**config.mk**
```make
export PLATFORM = sky130hd
export DESIGN_NAME = hazard_ctrl
export DESIGN_NICKNAME = d
export VERILOG_FILES = /design/src/rtl/hazard_ctrl.sv
export SDC_FILE = /design/constraint.sdc
export NUM_CORES = 1
export LEC_CHECK = 0
export ABC_AREA = 1
export BUFFER_PORTS_ARGS = -buffer_cell sky130_fd_sc_hd__buf_2
export CORE_AREA = 2 2 63 65
export CTS_BUF_LIST = sky130_fd_sc_hd__clkbuf_8
export CTS_CLUSTER_DIAMETER = 150
export DETAILED_ROUTE_END_ITERATION = 10
export DIE_AREA = 0 0 65 67
export HOLD_SLACK_MARGIN = 0.1
export PLACE_DENSITY = 0.9
export SKIP_CTS_REPAIR_TIMING = 1
export SLEW_MARGIN = 20
export SYNTH_ARGS = -nofsm -noshare
export SYNTH_HDL_FRONTEND = slang
export SYNTH_SLANG_ARGS = --single-unit
export TNS_END_PERCENT = 5
```
**constraint.sdc**
```tcl
create_clock -name clk -period 3 [get_ports clk]
set_clock_uncertainty 0.2 [all_clocks]
set_input_delay 0.6 -clock clk [delete_from_list [all_inputs] [get_ports clk]]
set_output_delay 0.6 -clock clk [all_outputs]
set_load 0.005 [all_outputs]
```
**src/rtl/hazard_ctrl.sv**
```systemverilog
// -----------------------------------------------------------------------------
// hazard_ctrl
// Pipeline hazard controller for the FD and DE latches.
//   - Detects load-use hazards between decode and execute. On a hazard it holds
//     PC and FD and bubbles the DE latch for LOAD_STALLS cycles.
//   - Resolves branches in execute. A taken branch redirects fetch and flushes
//     both latches in the same cycle.
//   - Generates the EX operand forwarding selects (0 = RF, 1 = MEM, 2 = WB).
//   - After reset it forces RESET_BUBBLES cycles of FD/DE flush, because the
//     pipeline latches themselves are not reset.
//
// Parameters:
//   RESET_BUBBLES : flush cycles after reset release (1..15)
//   LOAD_STALLS   : stall cycles per load-use hazard (1..7)
//
// Ports:
//   clk, rst_n                 clock; synchronous active-low reset
//   dec_rs1/rs2[_used]         decode source registers
//   ex_rf_we, ex_mem2rf,
//   ex_rf_waddr                DE-latch writeback controls (load detection)
//   ex_branch, ex_check_eq,
//   ex_eq, ex_target           branch resolution in EX
//   ex_src0, ex_src1           EX operand register indices
//   mem_rf_we/waddr            EM-stage writeback
//   wb_rf_we/waddr             MW-stage writeback
//   pc_stall, fd_stall,
//   fd_flush, de_flush         latch control outputs
//   redirect_valid/pc          fetch redirect
//   fwd_sel0, fwd_sel1         EX operand forwarding selects
//
// Optional feature (macro HAZARD_PERF_EN):
//   stall_cycles, flush_events, branch_events : 32-bit wrapping perf counters.
//
// The control outputs are combinational because a taken branch must redirect
// and flush in the same cycle it resolves. While rst_n is low they are forced
// to the reset values so that they are defined before the first clock edge.
// -----------------------------------------------------------------------------
module hazard_ctrl #(
    parameter int RESET_BUBBLES = 2,
    parameter int LOAD_STALLS   = 1
) (
    input  logic        clk,
    input  logic        rst_n,
    input  logic [4:0]  dec_rs1,
    input  logic [4:0]  dec_rs2,
    input  logic        dec_rs1_used,
    input  logic        dec_rs2_used,
    input  logic        ex_rf_we,
    input  logic        ex_mem2rf,
    input  logic [31:0] ex_rf_waddr,
    input  logic        ex_branch,
    input  logic        ex_check_eq,
    input  logic        ex_eq,
    input  logic [31:0] ex_target,
    input  logic [4:0]  ex_src0,
    input  logic [4:0]  ex_src1,
    input  logic        mem_rf_we,
    input  logic [4:0]  mem_rf_waddr,
    input  logic        wb_rf_we,
    input  logic [4:0]  wb_rf_waddr,
`ifdef HAZARD_PERF_EN
    output logic [31:0] stall_cycles,
    output logic [31:0] flush_events,
    output logic [31:0] branch_events,
`endif
    output logic        pc_stall,
    output logic        fd_stall,
    output logic        fd_flush,
    output logic        de_flush,
    output logic        redirect_valid,
    output logic [31:0] redirect_pc,
    output logic [1:0]  fwd_sel0,
    output logic [1:0]  fwd_sel1
);

    typedef enum logic [1:0] {
        INIT  = 2'd0,
        RUN   = 2'd1,
        STALL = 2'd2,
        FLUSH = 2'd3
    } state_t;

    localparam logic [3:0] INIT_RELOAD  = 4'(RESET_BUBBLES - 1);
    // The first stall cycle is spent in RUN, so STALL counts the remainder.
    localparam logic [3:0] STALL_RELOAD = (LOAD_STALLS > 1) ? 4'(LOAD_STALLS - 2) : 4'd0;

    state_t     state_r;
    state_t     state_next_s;
    logic [3:0] cnt_r;
    logic [3:0] cnt_next_s;
    logic       taken_s;
    logic       lu_s;
    logic [4:0] ld_dst_s;

    // Forwarding select for one EX operand; MEM is younger so it wins over WB.
    function automatic logic [1:0] fwd_select(
        input logic [4:0] src,
        input logic       m_we,
        input logic [4:0] m_addr,
        input logic       w_we,
        input logic [4:0] w_addr
    );
        logic [1:0] sel;
        if (src == 5'd0) begin
            sel = 2'd0;
        end else if (m_we && (m_addr == src)) begin
            sel = 2'd1;
        end else if (w_we && (w_addr == src)) begin
            sel = 2'd2;
        end else begin
            sel = 2'd0;
        end
        return sel;
    endfunction

    assign ld_dst_s = ex_rf_waddr[4:0];
    assign taken_s  = ex_branch & (ex_check_eq ? ex_eq : ~ex_eq);
    assign lu_s     = ex_mem2rf & ex_rf_we & (ld_dst_s != 5'd0) &
                      ((dec_rs1_used & (dec_rs1 == ld_dst_s)) |
                       (dec_rs2_used & (dec_rs2 == ld_dst_s)));

    // State and bubble/stall counter register.
    always_ff @(posedge clk) begin
        if (!rst_n) begin
            state_r <= INIT;
            cnt_r   <= INIT_RELOAD;
        end else begin
            state_r <= state_next_s;
            cnt_r   <= cnt_next_s;
        end
    end

    // Next-state, latch control, redirect and forwarding outputs.
    always_comb begin
        state_next_s   = state_r;
        cnt_next_s     = cnt_r;
        pc_stall       = 1'b0;
        fd_stall       = 1'b0;
        fd_flush       = 1'b0;
        de_flush       = 1'b0;
        redirect_valid = 1'b0;
        redirect_pc    = 32'd0;
        fwd_sel0       = 2'd0;
        fwd_sel1       = 2'd0;

        if (!rst_n) begin
            fd_flush = 1'b1;
            de_flush = 1'b1;
        end else begin
            fwd_sel0 = fwd_select(ex_src0, mem_rf_we, mem_rf_waddr, wb_rf_we, wb_rf_waddr);
            fwd_sel1 = fwd_select(ex_src1, mem_rf_we, mem_rf_waddr, wb_rf_we, wb_rf_waddr);

            case (state_r)
                INIT: begin
                    fd_flush = 1'b1;
                    de_flush = 1'b1;
                    if (cnt_r == 4'd0) begin
                        state_next_s = RUN;
                    end else begin
                        cnt_next_s = cnt_r - 4'd1;
                    end
                end
                RUN: begin
                    if (taken_s) begin
                        redirect_valid = 1'b1;
                        redirect_pc    = ex_target;
                        fd_flush       = 1'b1;
                        de_flush       = 1'b1;
                        state_next_s   = FLUSH;
                    end else if (lu_s) begin
                        pc_stall = 1'b1;
                        fd_stall = 1'b1;
                        de_flush = 1'b1;
                        if (LOAD_STALLS > 1) begin
                            state_next_s = STALL;
                            cnt_next_s   = STALL_RELOAD;
                        end else begin
                            state_next_s = RUN;
                        end
                    end else begin
                        state_next_s = RUN;
                    end
                end
                STALL: begin
                    // A taken branch squashes the stalled load consumer anyway.
                    if (taken_s) begin
                        redirect_valid = 1'b1;
                        redirect_pc    = ex_target;
                        fd_flush       = 1'b1;
                        de_flush       = 1'b1;
                        state_next_s   = FLUSH;
                    end else begin
                        pc_stall = 1'b1;
                        fd_stall = 1'b1;
                        de_flush = 1'b1;
                        if (cnt_r == 4'd0) begin
                            state_next_s = RUN;
                        end else begin
                            cnt_next_s = cnt_r - 4'd1;
                        end
                    end
                end
                FLUSH: begin
                    // Decode holds a squashed bubble here, so no load-use check.
                    if (taken_s) begin
                        redirect_valid = 1'b1;
                        redirect_pc    = ex_target;
                        fd_flush       = 1'b1;
                        de_flush       = 1'b1;
                        state_next_s   = FLUSH;
                    end else begin
                        state_next_s = RUN;
                    end
                end
                default: begin
                    fd_flush     = 1'b1;
                    de_flush     = 1'b1;
                    state_next_s = INIT;
                    cnt_next_s   = INIT_RELOAD;
                end
            endcase
        end
    end

`ifdef HAZARD_PERF_EN
    logic [31:0] stall_cycles_r;
    logic [31:0] flush_events_r;
    logic [31:0] branch_events_r;

    // Performance counters; all wrap naturally at 2^32.
    always_ff @(posedge clk) begin
        if (!rst_n) begin
            stall_cycles_r  <= 32'd0;
            flush_events_r  <= 32'd0;
            branch_events_r <= 32'd0;
        end else begin
            if (pc_stall) begin
                stall_cycles_r <= stall_cycles_r + 32'd1;
            end else begin
                stall_cycles_r <= stall_cycles_r;
            end
            if (state_next_s == FLUSH) begin
                flush_events_r <= flush_events_r + 32'd1;
            end else begin
                flush_events_r <= flush_events_r;
            end
            if (ex_branch && (state_r != INIT)) begin
                branch_events_r <= branch_events_r + 32'd1;
            end else begin
                branch_events_r <= branch_events_r;
            end
        end
    end

    assign stall_cycles  = stall_cycles_r;
    assign flush_events  = flush_events_r;
    assign branch_events = branch_events_r;
`endif

endmodule

```
# After elaboration in Yosys (flattened, before gate mapping)
# Index checks and enable logic that the tools add are counted.
word_totals:
  wordCells: 67
  reg_bits: 6
  inputBits: 105
  output_inout_bits: 41
op_classes:
  n_reduce_logical: 14
  eq_ne: 10
  bitwise: 8
  muxes: 32
  add_sub_neg: 1
op_table:
  columns: ["operator", "n"]
  rows:
  - ["$mux 32", 3]
  - ["$eq 5x5->1", 6]
  - ["$mux 2", 11]
  - ["$mux 1", 11]
  - ["$logic_not 5->1", 2]
  - ["$mux 4", 2]
  - ["$pmux 4 s2", 1]
  - ["$and 1x1->1", 6]
  - ["$pmux 2 s3", 1]
  - ["$reduce_bool 5->1", 1]
  - ["$eq 2x2->1 const B", 2]
  - ["$logic_and 1x1->1", 4]
  - ["$logic_not 4->1", 1]
  - ["$pmux 1 s2", 2]
  - ["$reduce_or 2->1", 2]
  - ["$sub 4x1->4 const B", 1]
  - ["$pmux 1 s3", 1]
  - ["$reduce_or 3->1", 1]
  - ["$eq 2x1->1 const B", 1]
  - ["$logic_not 2->1", 1]
  - ["$ne 2x2->1 const B", 1]
  - ["$reduce_and 2->1", 1]
  - ["$reduce_bool 2->1", 1]
  - ["$not 1->1", 1]
  - ["$or 1x1->1", 1]

# Depth between registers and ports, before layout
depth:
  depth_word: 8
  mapped_depth: 9
  depth_no_buf: 9

# Least setup slack after synthesis
# Ideal clock, no wire load.
synth_timing:
  kind: "in2out"
  from: "input ex_rf_waddr[2]"
  to: "output pc_stall"
  cell_stages: 9
  path_buffers: 1
  required_ns: 2.200
  setup_slack_ns: 0.887
  t_arrival_ns: 1.313
  cell_sequence: "inv_1 -> nand2_1 -> nand2_1 -> nor2_1 -> nand3_1 -> nand2_1 -> nand2_1 -> a21oi_1 -> buf_4"
synth_between:
  elab_chain_len: 8
  word_cells_on_any_way: 12
  cone_classes: "eq/ne: 2; mux: 4; bitwise: 5; reduce/logical: 1"
synth_lines:
  columns: ["element", "line_no", "rtl"]
  rows:
  - ["start: declaration", "50", "input logic [31:0] ex_rf_waddr,"]
  - ["$eq 5x5->1 (on tied branches)", "119, 120", null]
  - ["$and 1x1->1 (on tied branches)", "119, 120", null]
  - ["$or 1x1->1", "119", "((dec_rs1_used & (dec_rs1 == ld_dst_s)) |"]
  - ["$and 1x1->1 *", "118", "assign lu_s = ex_mem2rf & ex_rf_we & (ld_dst_s != 5'd0) &"]
  - ["$mux 1 * (2 in series)", null, null]
  - ["$pmux 1 s2 *", null, null]
  - ["$mux 1 *", null, null]
  - ["end: declaration", "66", "output logic pc_stall,"]
# Mark *: on every way between the ends. The rest lies on a longest branch, timed or not.

# Final worst setup path
layout_timing:
  from: "input ex_check_eq"
  to: "output redirect_pc[31]"
layout_between:
  elab_chain_len: 5
layout_lines:
  columns: ["element", "line_no", "rtl"]
  rows:
  - ["start: declaration", "52", "input logic ex_check_eq,"]
  - ["$mux 1", "117", "assign taken_s = ex_branch & (ex_check_eq ? ex_eq : ~ex_eq);"]
  - ["$and 1x1->1", "117", null]
  - ["$mux 32", "164, 186, 205", null]
  - ["$mux 32", null, null]
  - ["$mux 32", "146", "if (!rst_n) begin"]
  - ["end: declaration", "71", "output logic [31:0] redirect_pc,"]
# Every way passes these cells.

==> flow_summary_export.csv <==
group,metric,value,unit
pwr,peakVddDrop,0.162,mV
worst_setup_path,crit_fanout,32,
sta,finalHoldViolations,0,
floorplan,die_h,67,um
global_routing,grt_max_degree,33,
outcome,status,"complete, no violations",
layout,area_delta_synth_final,47.1,%
yosys,ys_types,30,
pwr,finalPower,0.000663,W
place,gp_congestion,0.865,
floorplan,dieWidth,65,um
worst_setup_path,required,2200,ps
yosys,synth-edff-count,0,
global_routing,grt_pass1_vias,1601,
layout,final_common_cell,"buf_2",
worst_hold_path,holdCritPathClass,"register to register",
global_routing,grt_overflow_total,0,
detailed_routing,drt_wl_total,3880,um
yosys,yosys_warnings,0,
worst_hold_path,holdCritStartpoint,"cnt_r[1]",
global_routing,grt_pass1_wl,6140,um
worst_setup_path,r2r_slack,1360,ps
sta,maxSlewViolCount,0,
sta,period_needed,2470,ps
yosys,synth_seq_cells,6,
detailed_routing,route.detailed.drc,0,
yosys,avgSynthCellArea,5.31,um2
floorplan,dieArea,4360,um2
pwr,p_per_area,325,nW/um2
place,dpl.hpwl,3440,um
detailed_routing,vias,1873,
worst_setup_path,cp-start-kind,"primary input",
clock_tree,cts_buffer_depth,2,
yosys,syn_inst,261,
yosys,synthArstFlopShare,0,%
global_routing,grt_antenna_before_repair,0,
sta,worst_pin_slew,468,ps
yosys,yosys.area.top_type,"inv_1",
worst_setup_path,worstReg2RegStart,"state_r[0]",
clock_tree,cts_sinks,6,
yosys,mappedNetlistNets,371,
pwr,p_leak,1.37,nW
worst_setup_path,worstPathArrival,1670,ps
detailed_routing,drt.antenna.violating_nets,0,
sta,max_clock_freq,405,MHz
place,portBuffers,118,
floorplan,io_pins,146,
detailed_routing,first_pass_iters,4,
layout,antenna_cells,0,
floorplan,core_area,3610,um2
worst_setup_path,crit_path_end_kind,"output port",
flow_run,max_cap_viol_count,0,
layout,layout_common_cells,"buf_2 (118), inv_1 (72), nand2_1 (53), nor2_2 (31), nor2_1 (29)",
layout,fin_nets,490,
detailed_routing,wl_per_cell,9.10,um
clock_tree,cts.clk_slew.worst_paths,30,ps
yosys,ys_seq_area_share,8.66,%
clock_tree,cts-root-buf,"clkbuf_8",
detailed_routing,viasPerCell,4.40,
yosys,synth_top_cell_area_share,19.5,%
yosys,synth_area_leaders,"inv_1 (19%), nand2_1 (14%), nor2_2 (14%)",
yosys,synth_ff_type,"dfxtp_1",
floorplan,core.rowCount,22,
sta,setup_violations,0,
worst_setup_path,critPathKind,"primary input to output port",
clock_tree,h-tree-depth,1,
sta,rsz0062_at_grt,"false",
yosys,synth_area,1390,um2
clock_tree,clk_latency,220,ps
layout,drive_above_1_share,44.2,%
global_routing,gr-usage-all-layers,17.2,%
sta,tns,0,ps
clock_tree,cts_tree,"done",
worst_setup_path,worstSetupStartpoint,"ex_check_eq",
detailed_routing,drt_iter0_drc,38,
sta,slew_headroom,68.8,%
sta,fin_crit_sh,82.4,%
floorplan,initial_core_util,38.4,%
clock_tree,numCtsBuffers,3,
==> path summary, 6_finish.rpt <==
check	end	depth (start not counted)
worst max-delay path	redirect_pc[31]	7
worst min-delay path	cnt_r[1]	2
worst max register to register	cnt_r[0]	9
worst min register to register	cnt_r[1]	2
==> flip-flops by register name, indices dropped and copies added (netlist names) <==
signal,count
state_r,2
cnt_r,4
==> layer usage <==
| layer | vias up | routed length, um | track usage (%) |
|---|---|---|---|
| met1 | 773 | 1530 | 18.5 |
| li1 | 1000 | - | - |
| met2 | 92 | 1880 | 33.8 |
| met3 | 8 | 390 | 2.36 |
| met4 | 0 | 74 | 6.38 |
| met5 | - | 0 | 0 |
==> per-stage QoR <==
step	instance area (um2)	setup slack [ps]	hold slack (ps)	cells	util, %
after floorplan	1390	887	252	261	-
after CTS	2040	513	284	426	56.6
after detailed placement	2000	517	278	423	55.4
after global routing	2040	371	309	426	56.6
final	2040	529	285	426	56.6
after global placement	2000	531	266	423	55.4
==> synthesized netlist by cell type, types with 2 or more instances <==
cell type / number
o22ai_1: 4
nand2_4: 2
buf_6: 3
o21ai_0: 4
xor2_1: 2
inv_2: 5
xnor2_1: 4
nand3_1: 8
nand2_1: 53
a21oi_1: 8
nor2_1: 29
nor2_2: 31
nand4_1: 4
o21ai_1: 3
o2111ai_1: 2
nor3_1: 3
nor2_4: 2
a211oi_1: 2
inv_1: 72
ha_1: 5
dfxtp_1: 6
==> critical path: stages <==
cell     delay, ps
buf_2          100
nor2_1         170
nor2_4          90
nand2_2         70
buf_4          410
nor2_1          70
buf_2          140
==> cell type report <==
class                      count  area [um2]
fill                         359        1570
tap                           48        60.1
clock buffer                   3        41.3
multi-input combinational    172         926
sequential                     6         120
inverter                      78         294
timing repair buffer         119         598
==> logic make-up after synthesis <==
family | synth area share, %
buf+inv | 24.5
compound gates | 11.9
flops | 8.66
simple gates | 46.6
fa+ha+maj | 4.51
xor+xnor | 3.79
==> report_power, final <==
group	internal (W)	switching, W
Clock	0.0000862	0.0000345
Combinational	0.000175	0.000238
Sequential	0.000108	0.0000211
Total	0.000370	0.000293
No activity file was read; power rests on OpenSTA's default activity.
